==> src/rtl/trace_arb_pkg.sv <==
// Shared constants and types for the packet-granular trace char arbiter.
package trace_arb_pkg;

  localparam logic [7:0] CH_START = 8'h5E;
  localparam logic [7:0] CH_END   = 8'h23;
  localparam logic [7:0] CH_ABORT = 8'h21;

  typedef enum logic {ST_IDLE, ST_LOCK} arb_state_e;

  // Advance a source index, wrapping at the number of populated sources.
  function automatic logic [1:0] wrap_inc(input logic [1:0] idx, input int unsigned n);
    return ((32'(idx) + 32'd1) >= n) ? 2'd0 : idx + 2'd1;
  endfunction

endpackage

==> src/rtl/trace_char_arbiter_rr_pick.sv <==
// Combinational round-robin picker: first request at or after ptr, wrapping.
module rr_pick (
  input  logic [3:0] req,
  input  logic [1:0] ptr,
  output logic       found,
  output logic [1:0] idx
);

  logic [1:0] cand;

  always_comb begin
    found = 1'b0;
    idx   = ptr;
    cand  = ptr;
    for (int k = 0; k < 4; k++) begin
      cand = ptr + 2'(k);
      if (!found && req[cand]) begin
        found = 1'b1;
        idx   = cand;
      end
    end
  end

endmodule

==> src/rtl/trace_char_arbiter.sv <==
// Merges up to four per-core trace char streams into one, locking on a source
// from its leading '^' to its '#', draining junk and aborting stalled packets.
module trace_char_arbiter
  import trace_arb_pkg::*;
#(
  parameter int unsigned N_SRC      = 4,
  parameter int unsigned TIMEOUT    = 64,
  parameter logic [7:0]  ABORT_CHAR = CH_ABORT
) (
  input  logic                 clk,
  input  logic                 reset,
  input  logic [N_SRC-1:0]     src_valid,
  input  logic [8*N_SRC-1:0]   src_char,
  output logic [N_SRC-1:0]     src_ready,
  output logic                 out_valid,
  output logic [7:0]           out_char,
  output logic [1:0]           grant_id,
  output logic                 locked,
  output logic                 pkt_done,
  output logic                 abort
);

  localparam int unsigned CNT_W = 8;

  arb_state_e       state, state_nxt;
  logic [1:0]       rr_ptr, rr_nxt, grant_nxt;
  logic [CNT_W-1:0] idle_cnt, cnt_nxt;
  logic             out_valid_nxt, pkt_done_nxt, abort_nxt, locked_nxt;
  logic [7:0]       out_char_nxt;
  logic [3:0]       valid4, start4, ready_c;
  logic [7:0]       char4 [4];
  logic             pick_found;
  logic [1:0]       pick_idx;
  logic             owner_valid;
  logic [7:0]       owner_char;

  // Pad the source vectors to four lanes; absent lanes never request.
  for (genvar g = 0; g < 4; g++) begin : g_pad
    if (g < N_SRC) begin : g_src
      assign valid4[g] = src_valid[g];
      assign char4[g]  = src_char[8*g +: 8];
    end else begin : g_none
      assign valid4[g] = 1'b0;
      assign char4[g]  = 8'h00;
    end
    assign start4[g] = valid4[g] && (char4[g] == CH_START);
  end

  rr_pick u_pick (
    .req   (start4),
    .ptr   (rr_ptr),
    .found (pick_found),
    .idx   (pick_idx)
  );

  assign owner_valid = valid4[grant_id];
  assign owner_char  = char4[grant_id];
  assign src_ready   = reset ? '0 : ready_c[N_SRC-1:0];

  always_comb begin
    state_nxt     = state;
    rr_nxt        = rr_ptr;
    cnt_nxt       = idle_cnt;
    grant_nxt     = grant_id;
    out_valid_nxt = 1'b0;
    out_char_nxt  = out_char;
    pkt_done_nxt  = 1'b0;
    abort_nxt     = 1'b0;
    ready_c       = '0;
    unique case (state)
      ST_IDLE: begin
        // Non-start chars are drained; losing '^' candidates wait.
        ready_c = valid4 & ~start4;
        if (pick_found) begin
          ready_c[pick_idx] = 1'b1;
          out_valid_nxt     = 1'b1;
          out_char_nxt      = CH_START;
          grant_nxt         = pick_idx;
          cnt_nxt           = '0;
          state_nxt         = ST_LOCK;
        end
      end
      ST_LOCK: begin
        ready_c[grant_id] = owner_valid;
        if (owner_valid) begin
          out_valid_nxt = 1'b1;
          out_char_nxt  = owner_char;
          cnt_nxt       = '0;
          if (owner_char == CH_END) begin
            pkt_done_nxt = 1'b1;
            rr_nxt       = wrap_inc(grant_id, N_SRC);
            state_nxt    = ST_IDLE;
          end
        end else if (idle_cnt == CNT_W'(TIMEOUT - 1)) begin
          out_valid_nxt = 1'b1;
          out_char_nxt  = ABORT_CHAR;
          abort_nxt     = 1'b1;
          cnt_nxt       = '0;
          rr_nxt        = wrap_inc(grant_id, N_SRC);
          state_nxt     = ST_IDLE;
        end else begin
          cnt_nxt = idle_cnt + CNT_W'(1);
        end
      end
      default: state_nxt = ST_IDLE;
    endcase
    locked_nxt = (state_nxt == ST_LOCK);
  end

  always_ff @(posedge clk) begin
    if (reset) begin
      state     <= ST_IDLE;
      rr_ptr    <= 2'd0;
      idle_cnt  <= '0;
      out_valid <= 1'b0;
      out_char  <= 8'h00;
      grant_id  <= 2'd0;
      locked    <= 1'b0;
      pkt_done  <= 1'b0;
      abort     <= 1'b0;
    end else begin
      state     <= state_nxt;
      rr_ptr    <= rr_nxt;
      idle_cnt  <= cnt_nxt;
      out_valid <= out_valid_nxt;
      out_char  <= out_char_nxt;
      grant_id  <= grant_nxt;
      locked    <= locked_nxt;
      pkt_done  <= pkt_done_nxt;
      abort     <= abort_nxt;
    end
  end

endmodule
==> config.mk <==
export PLATFORM = sky130hd
export DESIGN_NAME = trace_char_arbiter
export DESIGN_NICKNAME = d
export VERILOG_FILES = /design/src/rtl/trace_arb_pkg.sv /design/src/rtl/trace_char_arbiter_rr_pick.sv /design/src/rtl/trace_char_arbiter.sv
export SDC_FILE = /design/constraint.sdc
export NUM_CORES = 1
export LEC_CHECK = 0
export ABC_AREA = 1
export BUFFER_PORTS_ARGS = -buffer_cell sky130_fd_sc_hd__buf_4
export CAP_MARGIN = 20
export CORE_MARGIN = 2
export CORE_UTILIZATION = 45
export DETAILED_ROUTE_END_ITERATION = 16
export HOLD_SLACK_MARGIN = 0.1
export PLACE_DENSITY_LB_ADDON = 0.05
export RECOVER_POWER = 50
export SYNTH_ARGS = -nofsm -noshare
export SYNTH_HDL_FRONTEND = slang
export SYNTH_SLANG_ARGS = --single-unit
==> constraint.sdc <==
create_clock -name clk -period 3.5 [get_ports clk]
set_input_delay 0.35 -clock clk [delete_from_list [all_inputs] [get_ports clk]]
set_output_delay 0.35 -clock clk [all_outputs]
set_load 0.05 [all_outputs]
**Word level (Yosys, flattened, before mapping)**

Index checks and enable logic that the tools add are counted.

- Add/subtract/negate cells: 6
- Multiply operators: 0
- Div/mod/pow operators: 0
- Order comparisons: 10
- Equality and inequality tests: 9
- Shifts and indexed selects: 0
- Mux-type cells: 48
- Bitwise operators: 7
- Reductions and logical operators: 18

Operators by type and width:

| cell | count |
|---|---|
| two-way mux 8 bit | 8 |
| == test 8 x 7 -> 1 bit, second input constant | 4 |
| one-hot mux 8 bit (2 select lines) | 2 |
| < comparator 2 x 3 -> 1 bit, second input constant | 6 |
| two-way mux 1 bit | 18 |
| binary-select mux 8 bit (select 2 bit) | 1 |
| == test 8 x 6 -> 1 bit, second input constant | 2 |
| two-way mux 2 bit | 7 |
| binary-select mux 1 bit (select 2 bit) | 5 |
| logical AND 1 bit | 9 |
| adder 8 x 1 -> 8 bit, second input constant | 1 |
| bitwise AND 4 bit | 2 |
| two-way mux 4 bit | 2 |
| one-hot mux 4 bit (2 select lines) | 1 |
| greater-or-equal comparator 3 bit, second input constant | 2 |
| OR reduction 3 bit | 2 |
| adder 2 x 1 -> 2 bit, second input constant | 2 |
| adder 2 bit, second input constant | 2 |
| demux 1 bit (select 2 bit) | 2 |
| greater-or-equal comparator 2 x 1 -> 1 bit, second input constant | 2 |
| NOT 4 bit | 1 |
| OR 4 bit | 1 |
| one-hot mux 1 bit (2 select lines) | 2 |
| AND reduction 2 bit | 2 |
| 9 further kinds | 12 |

- Bits in registers: 24
- Bits in latches: 0
- Memory bits (writable): 0
- Bits in read-only memories: 0
- Input bits: 38
- Logic and storage cells: 106
- Memories kept: 0

**Longest topological paths before layout**

- Depth after elaboration: 22
- Mapped depth: 18
- Gate-level depth less buffers: 18

**By module**

From an unflattened synthesis, not the netlist that was laid out.

- Cell total of the unflattened synthesis: 338
- Area total of the unflattened synthesis: 1924.3 um2

Modules (own cells, without submodules):

| module | instances | cells an instance | area each (um2) |
|---|---|---|---|
| trace_char_arbiter | 1 | 275 | 1641.6 |
| rr_pick | 1 | 63 | 282.8 |

**Least setup slack after synthesis**

OpenSTA, ideal clock, no wires.

- Path kind: reg2out
- Start: reg grant_id[1]
- End: out src_ready[0]
- Arrival: 2029 ps
- Setup slack: 1121 ps
- Stages on the path, launching flop included: 9
- Buffers on the path: 0
- Path through: dfxtp_1 -> clkinv_1 -> nand3_1 -> nand2_1 -> nor2_1 -> nand2_1 -> inv_1 -> nand2_1 -> nand2_1

- Word-level cells in the longest chain between the ends: 7
- Elaborated cells on any way between the ends: 10

Ends and longest elaborated chain:

| what | RTL line | source |
|---|---|---|
| start, declared | trace_char_arbiter.sv:17 | `output logic [1:0] grant_id,` |
| start signal, assigned | trace_char_arbiter.sv:127 | `grant_id <= grant_nxt;` |
| < comparator 2 x 3 -> 1 bit (implied by the code) or greater-or-equal comparator 2 x 1 -> 1 bit (tied branches) | trace_char_arbiter.sv:84 | `ready_c[grant_id] = owner_valid;` |
| logical AND 1 bit (implied by the code) | trace_char_arbiter.sv:84 |  |
| two-way mux 1 bit (implied by the code) | trace_char_arbiter.sv:84 |  |
| demux 1 bit (select 2 bit) | trace_char_arbiter.sv:84 |  |
| bitwise AND 4 bit (no source line) * | n/a |  |
| one-hot mux 4 bit (2 select lines) * | trace_char_arbiter.sv:70 | `unique case (state)` |
| two-way mux 4 bit * | trace_char_arbiter.sv:58 | `assign src_ready = reset ? '0 : ready_c[N_SRC-1:0];` |
| end, declared | trace_char_arbiter.sv:14 | `output logic [N_SRC-1:0] src_ready,` |

Mark *: on every way between the ends. The rest lies on a longest branch, timed or not. The select of a mux whose other input is x is not followed.

**Worst setup path after layout**

- Start: reg grant_id[0]
- End: out src_ready[0]

Same word-level chain as after synthesis.

==> PnR_summary.wiki <==
{| class="wikitable"
! Metric !! Value
|-
| Avg Synthesized Cell Area || 6.182 um2
|-
| Number of synthesized register bits || 24
|-
| Fraction of power spent switching nets || 0.5482
|-
| Share of the synthesized area in the top cell type || 0.2306
|-
| Hold endpoint || out_char[0]$_SDFFE_PP0P_
|-
| Register-to-Register Path Depth || 8
|-
| Crit path capture type || output port
|-
| Worst slew pin tran || 1.238 ns
|-
| Cell area power density || 582.9 nW/um2
|-
| Detailed-route DRC error count || 0
|-
| Number of nets in the final layout || 434
|-
| Max_slew headroom || 0.1744
|-
| Run status || finished clean
|-
| Grt met1 use || 0.3153
|-
| Combinational share of power || 0.624
|-
| P_sw || 0.7960 mW
|-
| Y dimension of the die || 72.04 um
|-
| Post-route cell area || 2491 um2
|-
| Post-Route Setup TNS || 0 ns
|-
| Placer's final routability congestion estimate || 0.8950
|-
| Critical path origin || grant_id[0]$_SDFFE_PP0P_
|-
| Maximum fanout along the worst path || 32
|-
| Initial antenna violation count || 0
|-
| Pre-CTS setup slack || 0.9086 ns
|-
| Final Setup Violations || 0
|-
| Share of total power in the clock network || 0.111
|-
| Root Driver || sky130_fd_sc_hd__clkbuf_8
|-
| CTS Buffer Depth || 2
|-
| Proportion of power drawn by flip-flops and latches || 0.265
|-
| Yosys top cell by area || sky130_fd_sc_hd__dfxtp_1
|-
| Iteration-0 DRC count of the detailed router || 146
|-
| CP Launch Type || flop
|-
| Total number of placement rows || 24
|-
| Post-synth net total || 381
|-
| Global-route total usage across every layer || 0.2134
|-
| Cell Int Power || 0.6560 mW
|-
| Most Crowded Layer GR || met2
|-
| Clock sink count || 24
|-
| TritonCTS clock tree || built
|-
| HPWL reported at the end of detailed placement || 4351 um
|-
| Ports placed on the boundary || 56
|-
| Critical path required time || 3.15 ns
|-
| Clock transition at path regs || 0.08 ns
|-
| H-tree levels || 1
|-
| Standby leakage power || 1.178 nW
|-
| Vias per Instance || 5.118
|-
| Hold Crit Class || in2reg
|-
| Max VDD drop || 0.3230 mV
|-
| Die Span X || 72.04 um
|-
| First-pass GRT wire length || 8976 um
|-
| Area of the die || 5190 um2
|-
| Post-Synthesis Cells || 337
|-
| Number of cells on the worst hold path || 2
|-
| Vias after detailed routing || 2252
|-
| Minimum setup slack in the final design || 0.5191 ns
|-
| M3 GR Usage || 0.04306
|-
| Remaining antenna violation count || 0
|-
| Endpoint arrival time on the critical path || 2.63 ns
|-
| Buffer count from post-CTS setup fixing || 0
|-
| Minimum period implied by the final worst setup slack || 2.981 ns
|-
| Cell area after synthesis || 2083 um2
|-
| Total of cells resized after clock tree synthesis || 0
|-
| Setup repair after global routing missed its margin || false
|-
| Max cap viols || 0
|-
| Top cells by area, synth || sky130_fd_sc_hd__dfxtp_1, sky130_fd_sc_hd__nand2_1, sky130_fd_sc_hd__nand3_1
|-
| Met2 capacity usage during global routing || 0.3241
|-
| Initial standard-cell utilization of the core || 0.4719
|-
| First drt pass iteration count || 4
|-
| Syn. warnings || 0
|-
| Diode count || 0
|-
| Worst reg2reg startpoint || grant_id[0]$_SDFFE_PP0P_
|-
| Number of buffers inserted during clock tree synthesis || 3
|-
| Final Power || 1.452 mW
|-
| Port buffer count || 55
|-
| Ratio of cells with drive above 1 in the final layout || 0.2010
|-
| Count of final hold-check violations || 0
|-
| Layout Skew || 0.005202 ns
|-
| Destination of the worst register-to-register timing path || idle_cnt[2]$_SDFFE_PP0P_
|-
| Synthesis-to-finish area growth || 19.58%
|-
| Pin count of the biggest net entering global routing || 33
|-
| Total gr overflow || 0
|-
| FMAX || 0.3355 GHz
|-
| Critical Setup Path Class || reg2out
|-
| FILL cells || 491
|-
| Aggregate routed wire length || 5474 um
|-
| Portion of the clock cycle consumed by the worst path in the final layout || 0.8517
|-
| Post-Place Cell Area || 2524 um2
|-
| Reg2Reg Setup Slack || 0.81 ns
|-
| Library cells used by synthesis || 38
|-
| Number of hold-repair buffers added at the cts stage || 0
|-
| Area of the core region || 4414 um2
|-
| Post-synthesis sequential area ratio || 0.2306
|-
| Final number of max-transition violations || 0
|-
| Clock latency on the worst-skew pair || 0.26 ns
|-
| Number of global-route vias before repair || 1955
|-
| Startpoint of the lowest-slack hold path || reset
|-
| Avg WL per Cell || 12.44 um
|}
-- worst max-delay path: stages, from the launching register on --
cell and delay (ns):
sky130_fd_sc_hd__dfxtp_1 0.33, sky130_fd_sc_hd__clkbuf_1 0.91, sky130_fd_sc_hd__nand2_1 0.16, sky130_fd_sc_hd__nand3_1 0.14, sky130_fd_sc_hd__nand2_1 0.15, sky130_fd_sc_hd__nor2_1 0.12
sky130_fd_sc_hd__nand2_1 0.08, sky130_fd_sc_hd__inv_1 0.13, sky130_fd_sc_hd__nand2_1 0.07, sky130_fd_sc_hd__nand2_1 0.08, sky130_fd_sc_hd__buf_4 0.19
-- layout by cell type (no fill, tap or decap), drive strengths merged --
master / instances
o22ai: 1
ha: 6
or2: 1
nand4: 7
a221oi: 1
buf: 42
a21oi: 28
xnor2: 1
clkbuf: 17
o41ai: 1
o22a: 1
o21ai: 24
inv: 30
dfxtp: 24
nand3b: 3
nor2: 32
clkinv: 1
nand3: 32
nand2: 131
a31oi: 1
nor3: 2
o211a: 1
nor2b: 1
-- synthesized netlist by cell type, drive strengths merged --
master  instances
nand2         131
nand3          32
nor2           32
inv            30
a21oi          28
dfxtp          24
o21ai          24
nand4           7
buf             6
ha              6
nand3b          3
clkbuf          2
nor3            2
a221oi          1
a31oi           1
clkinv          1
nor2b           1
o211a           1
o22a            1
o22ai           1
o41ai           1
or2             1
xnor2           1
-- state kept, by name (all words and copies together) (netlist names) --
| name | cells |
|---|---|
| rr_ptr | 2 |
| out_valid | 1 |
| pkt_done | 1 |
| idle_cnt | 8 |
| abort | 1 |
| grant_id | 2 |
| state | 1 |
| out_char | 8 |
-- metrics by stage --
| stage | cells | hold WS [ns] | util |
|---|---|---|---|
| floorplan | 337 | 0.4287 | - |
| global placement | 437 | 0.4541 | 0.5717 |
| detailed placement | 437 | 0.4579 | 0.5717 |
| CTS | 440 | 0.3670 | 0.5811 |
| global route | 440 | 0.3778 | 0.5643 |
| finish | 440 | 0.3698 | 0.5643 |
-- layout make-up --
type / count / area [um2] / area share
timing repair buffer: 56 / 367.9 / 0.1477
multi-input combinational: 274 / 1410 / 0.5660
clock buffer: 3 / 41.29 / 0.01657
inverter: 31 / 126.4 / 0.05073
tap: 52 / 65.06 / 0.02612
sequential: 24 / 480.5 / 0.1929
-- power by group through the flow --
stage | Combinational (mW) | Clock [mW] | Sequential, mW
final | 0.906 | 0.161 | 0.385
after global routing | 0.994 | 0.172 | 0.394
after CTS | 0.961 | 0.165 | 0.386
after detailed placement | 0.959 | 0 | 0.392
after global placement | 0.960 | 0 | 0.391
after floorplan | 0.552 | 0 | 0.553
-- layer usage --
| layer | wire length [um] | up-vias |
|---|---|---|
| met1 | 2689 | 970 |
| met5 | 0 | - |
| met4 | 46 | 0 |
| met2 | 2399 | 71 |
| li1 | - | 1204 |
| met3 | 338 | 7 |
-- how the worst max path moves through the flow --
stage,endpoint,slack [ns],cells past startpoint
after floorplan,src_ready[0],1.12,8
after global placement,src_ready[1],0.91,15
after detailed placement,src_ready[1],0.91,15
after CTS,src_ready[1],0.60,15
after global routing,src_ready[1],0.21,15
final,src_ready[0],0.52,10
-- cell families after synthesis --
kind of cell / count (synthesis) / share of synthesized area
flip-flops: 24 / 0.2306
buffers and inverters: 39 / 0.08228
adder cells (fa/ha/maj): 6 / 0.03604
AO/OA/AOI/OAI: 58 / 0.1610
AND/OR/NAND/NOR: 209 / 0.4823
XOR/XNOR: 1 / 0.007810
No activity file was read; power rests on OpenSTA's default activity.
